[src/rtl/mips_mem_pkg.sv]
// Shared definitions for the data memory access stage:
// memory opcodes, access FSM states and store lane helpers.
package mips_mem_pkg;

    localparam logic [5:0] OP_LB  = 6'b100000;
    localparam logic [5:0] OP_LH  = 6'b100001;
    localparam logic [5:0] OP_LWL = 6'b100010;
    localparam logic [5:0] OP_LW  = 6'b100011;
    localparam logic [5:0] OP_LBU = 6'b100100;
    localparam logic [5:0] OP_LHU = 6'b100101;
    localparam logic [5:0] OP_LWR = 6'b100110;
    localparam logic [5:0] OP_SB  = 6'b101000;
    localparam logic [5:0] OP_SH  = 6'b101001;
    localparam logic [5:0] OP_SWL = 6'b101010;
    localparam logic [5:0] OP_SW  = 6'b101011;
    localparam logic [5:0] OP_SWR = 6'b101110;

    typedef enum logic [1:0] {
        IDLE,
        BUS,
        DONE
    } state_t;

    function automatic logic is_load(input logic [5:0] op);
        return op inside {OP_LB, OP_LH, OP_LWL, OP_LW,
                          OP_LBU, OP_LHU, OP_LWR};
    endfunction

    function automatic logic is_store(input logic [5:0] op);
        return op inside {OP_SB, OP_SH, OP_SWL, OP_SW, OP_SWR};
    endfunction

    function automatic logic misaligned(input logic [5:0] op,
                                        input logic [1:0] k);
        return ((op inside {OP_LH, OP_LHU, OP_SH}) && k[0]) ||
               ((op inside {OP_LW, OP_SW}) && (k != 2'd0));
    endfunction

    // Big-endian lanes: bit 3 is bits [31:24], byte offset 0.
    function automatic logic [3:0] store_be(input logic [5:0] op,
                                            input logic [1:0] k);
        logic [3:0] be;
        be = 4'b1111;
        unique case (op)
            OP_SB:   be = 4'b1000 >> k;
            OP_SH:   be = k[1] ? 4'b0011 : 4'b1100;
            OP_SWL:  be = 4'b1111 >> k;
            OP_SWR:  be = 4'b1111 << (~k);
            default: be = 4'b1111;
        endcase
        return be;
    endfunction

    // ~k equals 3-k for a two-bit offset.
    function automatic logic [31:0] store_lanes(input logic [5:0]  op,
                                                input logic [1:0]  k,
                                                input logic [31:0] rt);
        logic [31:0] d;
        d = 32'h0;
        unique case (op)
            OP_SB:   d = {4{rt[7:0]}};
            OP_SH:   d = {2{rt[15:0]}};
            OP_SW:   d = rt;
            OP_SWL:  d = rt >> {k, 3'b000};
            OP_SWR:  d = rt << {~k, 3'b000};
            default: d = 32'h0;
        endcase
        return d;
    endfunction

endpackage

[src/rtl/data_mem_port_load_extend.sv]
// Byte/half extraction and extension of a loaded word.
// Ports: word/op/offset in, result out (raw word for LW/LWL/LWR).
module load_extend
    import mips_mem_pkg::*;
(
    input  logic [31:0] word,
    input  logic [5:0]  op,
    input  logic [1:0]  offset,
    output logic [31:0] result
);

    logic [7:0]  bsel;
    logic [15:0] hsel;

    always_comb begin
        bsel = word[31:24];
        unique case (offset)
            2'd0: bsel = word[31:24];
            2'd1: bsel = word[23:16];
            2'd2: bsel = word[15:8];
            2'd3: bsel = word[7:0];
        endcase
        hsel = offset[1] ? word[15:0] : word[31:16];
        result = word;
        unique case (op)
            OP_LB:   result = {{24{bsel[7]}}, bsel};
            OP_LBU:  result = {24'h0, bsel};
            OP_LH:   result = {{16{hsel[15]}}, hsel};
            OP_LHU:  result = {16'h0, hsel};
            default: result = word;
        endcase
    end

endmodule

[src/rtl/data_mem_port.sv]
// Load/store access stage: alignment check, bus handshake, load result.
// Ports: pipeline side (active/instruction/address/store_data,
// stall/fault/read_valid/read_data) and data memory bus (data_*).
module data_mem_port
    import mips_mem_pkg::*;
#(
    parameter int unsigned WAIT_LIMIT = 255
) (
    input  logic        clk,
    input  logic        reset,
    input  logic        active,
    input  logic [31:0] instruction,
    input  logic [31:0] mem_address,
    input  logic [31:0] store_data,
    output logic        stall,
    output logic        fault,
    output logic        read_valid,
    output logic [31:0] read_data,
    output logic [31:0] data_address,
    output logic        data_read,
    output logic        data_write,
    output logic [3:0]  data_byteenable,
    output logic [31:0] data_writedata,
    input  logic [31:0] data_readdata,
    input  logic        data_waitrequest
);

    state_t      state, state_n;
    logic [5:0]  op, op_q;
    logic [1:0]  k, k_q;
    logic [31:0] wait_cnt;
    logic [31:0] ext;
    logic        is_ld, is_st, is_mem, mis;
    logic        accept, last_wait;
    logic        ld_q, st_q, to_q;
    logic        unused;

    assign op     = instruction[31:26];
    assign k      = mem_address[1:0];
    assign unused = ^instruction[25:0];
    assign is_ld  = is_load(op);
    assign is_st  = is_store(op);
    assign is_mem = is_ld || is_st;
    assign mis    = misaligned(op, k);
    assign accept = (state == IDLE) && active && is_mem && !mis;

    // This wait cycle would bring the counter up to the limit.
    assign last_wait = (WAIT_LIMIT != 0) &&
                       (wait_cnt + 32'd1 == WAIT_LIMIT);

    load_extend u_ext (
        .word   (data_readdata),
        .op     (op_q),
        .offset (k_q),
        .result (ext)
    );

    always_comb begin
        state_n    = state;
        stall      = 1'b0;
        fault      = 1'b0;
        read_valid = 1'b0;
        data_read  = 1'b0;
        data_write = 1'b0;
        unique case (state)
            IDLE: begin
                if (active && is_mem) begin
                    if (mis) begin
                        fault = 1'b1;
                    end else begin
                        stall   = 1'b1;
                        state_n = BUS;
                    end
                end
            end
            BUS: begin
                stall      = 1'b1;
                data_read  = ld_q;
                data_write = st_q;
                if (!data_waitrequest || last_wait)
                    state_n = DONE;
            end
            DONE: begin
                fault      = to_q;
                read_valid = ld_q && !to_q;
                state_n    = IDLE;
            end
            default: state_n = IDLE;
        endcase
        // An access caught by reset is dropped silently.
        if (reset) begin
            stall      = 1'b0;
            fault      = 1'b0;
            read_valid = 1'b0;
            data_read  = 1'b0;
            data_write = 1'b0;
            state_n    = IDLE;
        end
    end

    always_ff @(posedge clk) begin
        if (reset) begin
            state           <= IDLE;
            wait_cnt        <= 32'd0;
            op_q            <= 6'd0;
            k_q             <= 2'd0;
            ld_q            <= 1'b0;
            st_q            <= 1'b0;
            to_q            <= 1'b0;
            read_data       <= 32'h0;
            data_address    <= 32'h0;
            data_byteenable <= 4'h0;
            data_writedata  <= 32'h0;
        end else begin
            state <= state_n;
            if (accept) begin
                data_address    <= {mem_address[31:2], 2'b00};
                data_byteenable <= store_be(op, k);
                data_writedata  <= store_lanes(op, k, store_data);
                op_q            <= op;
                k_q             <= k;
                ld_q            <= is_ld;
                st_q            <= is_st;
                to_q            <= 1'b0;
                wait_cnt        <= 32'd0;
            end
            if (state == BUS) begin
                if (!data_waitrequest) begin
                    if (ld_q)
                        read_data <= ext;
                end else begin
                    wait_cnt <= wait_cnt + 32'd1;
                    if (last_wait)
                        to_q <= 1'b1;
                end
            end
        end
    end

endmodule

[config.mk]
export PLATFORM = sky130hd
export DESIGN_NAME = data_mem_port
export DESIGN_NICKNAME = d
export VERILOG_FILES = /design/src/rtl/mips_mem_pkg.sv /design/src/rtl/data_mem_port_load_extend.sv /design/src/rtl/data_mem_port.sv
export SDC_FILE = /design/constraint.sdc
export NUM_CORES = 1
export LEC_CHECK = 0
export CAP_MARGIN = 20
export CORE_MARGIN = 4
export CORE_UTILIZATION = 52
export CTS_CLUSTER_DIAMETER = 50
export DETAILED_ROUTE_END_ITERATION = 8
export HOLD_SLACK_MARGIN = 0.1
export PLACE_DENSITY = 0.92
export SLEW_MARGIN = 20
export SYNTH_ARGS = -nofsm -noshare
export SYNTH_HDL_FRONTEND = slang
export SYNTH_SLANG_ARGS = --single-unit
[constraint.sdc]
create_clock -name clk -period 3.75 [get_ports clk]
set_input_delay 0.5625 -clock clk [delete_from_list [all_inputs] [get_ports clk]]
set_output_delay 0.5625 -clock clk [all_outputs]
set_load 0.01 [all_outputs]
# == Word level (Yosys, flattened, before mapping) ==
# Cells that the tools add are included.
# op_classes
addsub,1
eq_ne,25
shift,5
mux,31
n_bitwise,2
n_reduce_logical,22
# op_table
cell,count
$pmux W32 S5,1
$pmux W32 S4,1
$eq A6 B6 Y1 const B,16
$mux W32,3
$add A32 B1 Y32 const B,1
$eq A32 B8 Y1 const B,1
$pmux W8 S4,1
$shl A32 B5 Y32,1
$shr A32 B5 Y32,1
$mux W1,16
$mux W16,1
$pmux W4 S4,1
$shr A4 B2 Y4 const A,2
$logic_and A1 B1 Y1,7
$reduce_bool A7 Y1,1
$eq A2 B2 Y1 const B,3
$mux W2,3
$reduce_and A3 Y1,2
$reduce_bool A5 Y1,1
$eq A2 B1 Y1 const B,2
$logic_not A2 Y1,2
$mux W4,1
$ne A2 B2 Y1 const B,2
$pmux W1 S2,2
other kinds (9),14
# totals
register_bits,143
input_bits,132
word_cells,97

# == Depth between registers and ports, before layout ==
# depth
word_depth,10
depth_mapped,10
depth_no_buf,8

# == Modules after synthesis ==
# Synthesis repeated with hierarchy kept, for this count alone.
# unflattened
cells_unflattened,1035
area_unflattened_um2,7877.6
# modules_own_cells
module,instances,cells_per_inst,area_each_um2,seq_area_each_um2
data_mem_port,1,933,7223.2,2862.7
load_extend,1,102,654.4,0.0

# == Worst setup path before layout ==
# OpenSTA, ideal clock, no wires.
# synth_timing
path_type,reg-to-reg
startpoint,register wait_cnt[21]
endpoint,register state[0]
setup_ns,0.120
t_arrival_ns,2.435
required_time_ns,3.630
slack_ns,1.196
path_stages_with_launch,9
path_buffers,1
period_less_slack_ns,2.554
cell_sequence,dfxtp_1 > buf_2 > nand4_1 > or4b_2 > nor4_1 > xnor2_1 > nand4_1 > a2111o_1 > o31a_1
# synth_between
elab_chain_cells,5
# synth_rtl
element,line,rtl
from (decl),data_mem_port.sv:31,logic [31:0] wait_cnt;
from (signal assigned),data_mem_port.sv:132,wait_cnt <= wait_cnt + 32'd1;
$add A32 B1 Y32,data_mem_port.sv:49,(wait_cnt + 32'd1 == WAIT_LIMIT);
$eq A32 B8 Y1,data_mem_port.sv:49,
$logic_or A1 B1 Y1,data_mem_port.sv:80,if (!data_waitrequest || last_wait)
$ne A2 B2 Y1 (no line),n/a,
$reduce_and A3 Y1 (no line),n/a,
to (signal assigned),data_mem_port.sv:115,state <= state_n;
to (decl),data_mem_port.sv:28,"state_t state, state_n;"
# Every way passes these cells.
# A chain may end at the register's enable or synchronous reset.

# == Worst setup path in the final report ==
# layout_timing
startpoint,input instruction[28]
endpoint,output stall
# layout_between
elab_chain_cells,8
elab_cells_between_ends,25
# layout_rtl
element,line,rtl
from (decl),data_mem_port.sv:12,"input logic [31:0] instruction,"
"$eq A6 B6 Y1, on equally long branches",n/a,
$reduce_bool A3 Y1 or $reduce_bool A2 Y1 (tied branches),"mips_mem_pkg.sv:35, mips_mem_pkg.sv:36",
"$logic_and A1 B1 Y1, on equally long branches","mips_mem_pkg.sv:35, mips_mem_pkg.sv:36",
$logic_or A1 B1 Y1,mips_mem_pkg.sv:35,"return ((op inside {OP_LH, OP_LHU, OP_SH}) && k[0]) ||"
$mux W1,data_mem_port.sv:68,if (mis) begin
$mux W1 *,data_mem_port.sv:67,if (active && is_mem) begin
$pmux W1 S2 *,data_mem_port.sv:65,unique case (state)
$mux W1 *,data_mem_port.sv:91,if (reset) begin
to (decl),data_mem_port.sv:15,"output logic stall,"
# Every way passes the cells marked *; elsewhere a longest branch is shown, timed or not.

==> out/results.txt <==
Beginning of the critical path: instruction[28]
Layout cell share with drive strength beyond 1: 6.97%
Worst slack after detailed placement: 0.447 ns
Gate count of the mapped netlist: 1032
Worst r2r dst: to_q$_SDFF_PP0_
Portion of total power attributed to sequential cells: 44.1%
Pin count of the biggest net entering global routing: 82
Number of antenna violations at the first check in global routing: 0
Netlist cell types: 70
Area growth syn-to-layout: 34.3%
PD cells: 333 nW/um^2
Worst setup path end: stall
Final cell utilization of the core: 71.8%
DR vias: 8770
FF+latch count, synth: 143
Clock latency at the later pin of the worst-skew pair: 0.43 ns
DRT iter0 DRCs: 1049
Setup repair after global routing missed its margin: false
Kind of start point of the critical path: primary input
Metal3 WL: 2430 um
Final Skew: 0.0114 ns
Final global-route overflow total: 0
Cts bufs inserted: 17
Kind of cell adding the most delay to the critical path: buffers and inverters
Run status: completed
Synth warn: 0
Worst-path maximum fanout: 10
DIE WIDTH: 131 um
Starting Density: 53.5%
Final Worst Setup Slack: 0.382 ns
Count of hold buffers inserted by post-cts repair: 0
H-tree levels: 4
Cell leakage power: 3.49 nW
Clock network fraction of total power: 44.3%
Endpoint type of the worst setup path: output port
Weighted congestion at the end of routability-driven global placement: 0.937
Slowest cell on crit path: sky130_fd_sc_hd__clkdlybuf4s50_1
Switching Share: 25.5%
Count of input and output buffers: 208
Post-detailed-placement half-perimeter wirelength: 17300 um
Max capacitance violation total: 0
Post-layout nets: 1327
Logic depth of the worst path, buffers included: 6
Worst slew margin: 24.2%
Total routed wirelength: 25500 um
Sw power: 0.895 mW
Post-CTS repair timing setup buffer count: 0
Total buffers and inverters traversed by the critical path: 2
Combined area of all synthesized cells: 7830 um^2
Area of all placed cells without fillers: 10500 um^2
Required time reported for the critical path endpoint: 3.19 ns
Number of placed instances, taps included: 1358
Fraction of the yosys area taken by sequential cells: 36.5%
Post-CTS Resized: 0
Number of flops mapped to enable cells by yosys: 0
Final Power: 3.50 mW
Final Slew Violations: 0
Post-Syn Area per Cell: 7.59 um^2
Max Buffers Root-to-Sink: 2
Vertical die dimension: 131 um
Routed wire length on met2: 12500 um
CP cell instances: clkdlybuf4s50_1 > o21ai_0 > a22oi_1 > o21ai_0 > a21oi_1 > clkdlybuf4s50_1
Slew of the pin with the lowest slew margin: 1.13 ns
Combined global-route utilization of all metal layers: 29.0%
Die area: 17100 um^2
Cell-internal power: 2.61 mW
Number of detailed-routing iterations run before antenna repair: 7
Critical Setup Path Class: in -> out
Launch point of the worst reg-to-reg path: wait_cnt[0]$_SDFF_PP0_
Final setup violation count: 0
Total negative slack for setup checks: 0 ns
Number of DRC violations after detailed routing: 0
Max layer used: met4
Wirelength per Cell: 18.4 um
Combinational share of power: 11.6%
Number of failing hold endpoints at the final stage: 0
Std-Cell Core Area: 14600 um^2
Worst Hold Class: reg -> reg
Detail Route Antenna Nets: 0
Max rail drop VDD: 0.352 mV
Minimum hold slack: 0.454 ns
Largest stage delay, worst path: 0.70 ns
Via count of the first global-routing pass: 8103
Leading register cell type out of synthesis: sky130_fd_sc_hd__dfxtp_1
Met1 Routed Length: 9760 um
Fraction of registers with async set/reset: 0%
Total placed instance area: 9970 um^2
Clock slew at reported path FFs: 0.06 ns
Root buffer selected by CTS: sky130_fd_sc_hd__clkbuf_16
Num Clock Sinks: 143
Post-route non-filler standard cell count: 1389
Number of primary I/O pins: 237
Antenna cell count: 0
R2R depth: 8
Final Cycle Share: 89.8%
DR vias/cell: 6.31
Achievable Freq: 297 MHz
Arrival time of data at the critical path endpoint: 2.81 ns
Clock tree from TritonCTS: yes
Final critical path time including I/O delays and setup: 3.37 ns
Number of rows created at floorplan: 44
Global-route wire length before repair: 40000 um
Register-to-register setup slack: 0.73 ns
## power by group through the flow
stage               registers (mW)  logic (mW)  clock network (mW)
finish                        1.54       0.405                1.55
global route                  1.55       0.433                1.63
floorplan                     1.58       0.181                   0
CTS                           1.54       0.398                1.57
global placement              1.58       0.386                   0
detailed placement            1.58       0.393                   0
## logic make-up after synthesis
| kind of cell | Yosys count | synth area share [%] |
|---|---|---|
| buffers and inverters | 100 | 5.25 |
| adder cells (fa/ha/maj) | 2 | 0.319 |
| XOR/XNOR | 5 | 0.559 |
| multiplexers | 31 | 5.22 |
| AO/OA/AOI/OAI | 314 | 26.8 |
| AND/OR/NAND/NOR | 436 | 25.2 |
| flip-flops | 143 | 36.5 |
| other | 1 | 0.0479 |
## worst min path at each step
stage,start,endpoint,depth (start not counted)
6_report,data_address[16]$_SDFFE_PP0P_,data_address[16]$_SDFFE_PP0P_,2
5_1_grt,data_address[5]$_SDFFE_PP0P_,data_address[5]$_SDFFE_PP0P_,2
4_1_cts,data_address[16]$_SDFFE_PP0P_,data_address[16]$_SDFFE_PP0P_,2
3_5_place_dp,data_address[16]$_SDFFE_PP0P_,data_address[16]$_SDFFE_PP0P_,2
3_3_place_gp,data_address[30]$_SDFFE_PP0P_,data_address[30]$_SDFFE_PP0P_,2
2_1_floorplan,st_q$_SDFFE_PP0P_,st_q$_SDFFE_PP0P_,2
## per-layer routing
metal	global-route usage [%]	up-vias
met5	0	-
met4	11.5	0
met3	8.21	80
met2	47.9	520
met1	35.7	4078
li1	-	4092
## cells in the final DEF, fill, tap and decap left out, drive strengths merged, types with 12 or more instances in the layout
cell,n
nor3,18
o21ai,59
nand3,15
a222oi,22
clkbuf,19
dfxtp,143
a21oi,100
a22oi,35
a211oi,33
buf,25
mux2i,15
a311oi,18
inv,12
nor2,144
nor4,15
nand2,170
clkdlybuf4s50,207
## cell usage after synthesis (3+ instances only)
library cell                number  area, um^2
sky130_fd_sc_hd__nand2b_1        3        18.8
sky130_fd_sc_hd__a311oi_1       18         158
sky130_fd_sc_hd__nor3b_1         5        37.5
sky130_fd_sc_hd__mux4_2          7         158
sky130_fd_sc_hd__a22oi_1        35         263
sky130_fd_sc_hd__buf_1           4        15.0
sky130_fd_sc_hd__nor3_1         18        90.1
sky130_fd_sc_hd__and3b_1         3        26.3
sky130_fd_sc_hd__dfxtp_1       143        2860
sky130_fd_sc_hd__buf_4           6        45.0
sky130_fd_sc_hd__a222oi_1       22         220
sky130_fd_sc_hd__a21oi_1       100         500
sky130_fd_sc_hd__inv_1           9        33.8
sky130_fd_sc_hd__nand4bb_1       3        33.8
sky130_fd_sc_hd__nor4_1         15        93.8
sky130_fd_sc_hd__a21boi_0        3        22.5
sky130_fd_sc_hd__mux2i_1        15         150
sky130_fd_sc_hd__o211a_1         3        30.0
sky130_fd_sc_hd__xnor2_1         4        35.0
sky130_fd_sc_hd__or3_1           7        43.8
sky130_fd_sc_hd__mux2_2          9         101
sky130_fd_sc_hd__a41oi_1         3        26.3
sky130_fd_sc_hd__and3_1         11        68.8
sky130_fd_sc_hd__a211oi_1       33         248
sky130_fd_sc_hd__nand4_1        10        62.6
sky130_fd_sc_hd__and4_1          4        35.0
sky130_fd_sc_hd__a31oi_1         7        43.8
sky130_fd_sc_hd__o211ai_1        5        37.5
sky130_fd_sc_hd__buf_2          10        50.1
sky130_fd_sc_hd__o21ai_0        57         285
sky130_fd_sc_hd__nor2_1        144         541
sky130_fd_sc_hd__nand2_1       170         638
sky130_fd_sc_hd__clkbuf_1       70         263
sky130_fd_sc_hd__nor2b_1        11        68.8
sky130_fd_sc_hd__and2_1          6        37.5
sky130_fd_sc_hd__nand3_1        14        70.1
## worst reg2reg max path, delay by kind of cell, from the launching register on
kind	cells	cell delay, ns
adders and majority gates	1	0.33
AOI/OAI and AO/OA	3	1.07
and+or+nand+nor	4	1.03
DFF	1	0.47
## sequential cells by signal, summed over array words and instances (netlist names)
signal / count
st_q: 1
state: 2
data_writedata: 32
to_q: 1
data_byteenable: 4
read_data: 32
op_q: 6
ld_q: 1
k_q: 2
wait_cnt: 32
data_address: 30
## area by class of cell
| type | count | area [um^2] |
|---|---|---|
| repair buffers | 232 | 2270 |
| clock buffers | 19 | 453 |
| fillers | 1078 | 4120 |
| inverters | 9 | 33.8 |
| flip-flops and latches | 143 | 2860 |
| well taps | 184 | 230 |
| multi-input cells | 790 | 4590 |
| clock inverters | 12 | 86.3 |
(Power assumes the default switching activity.)
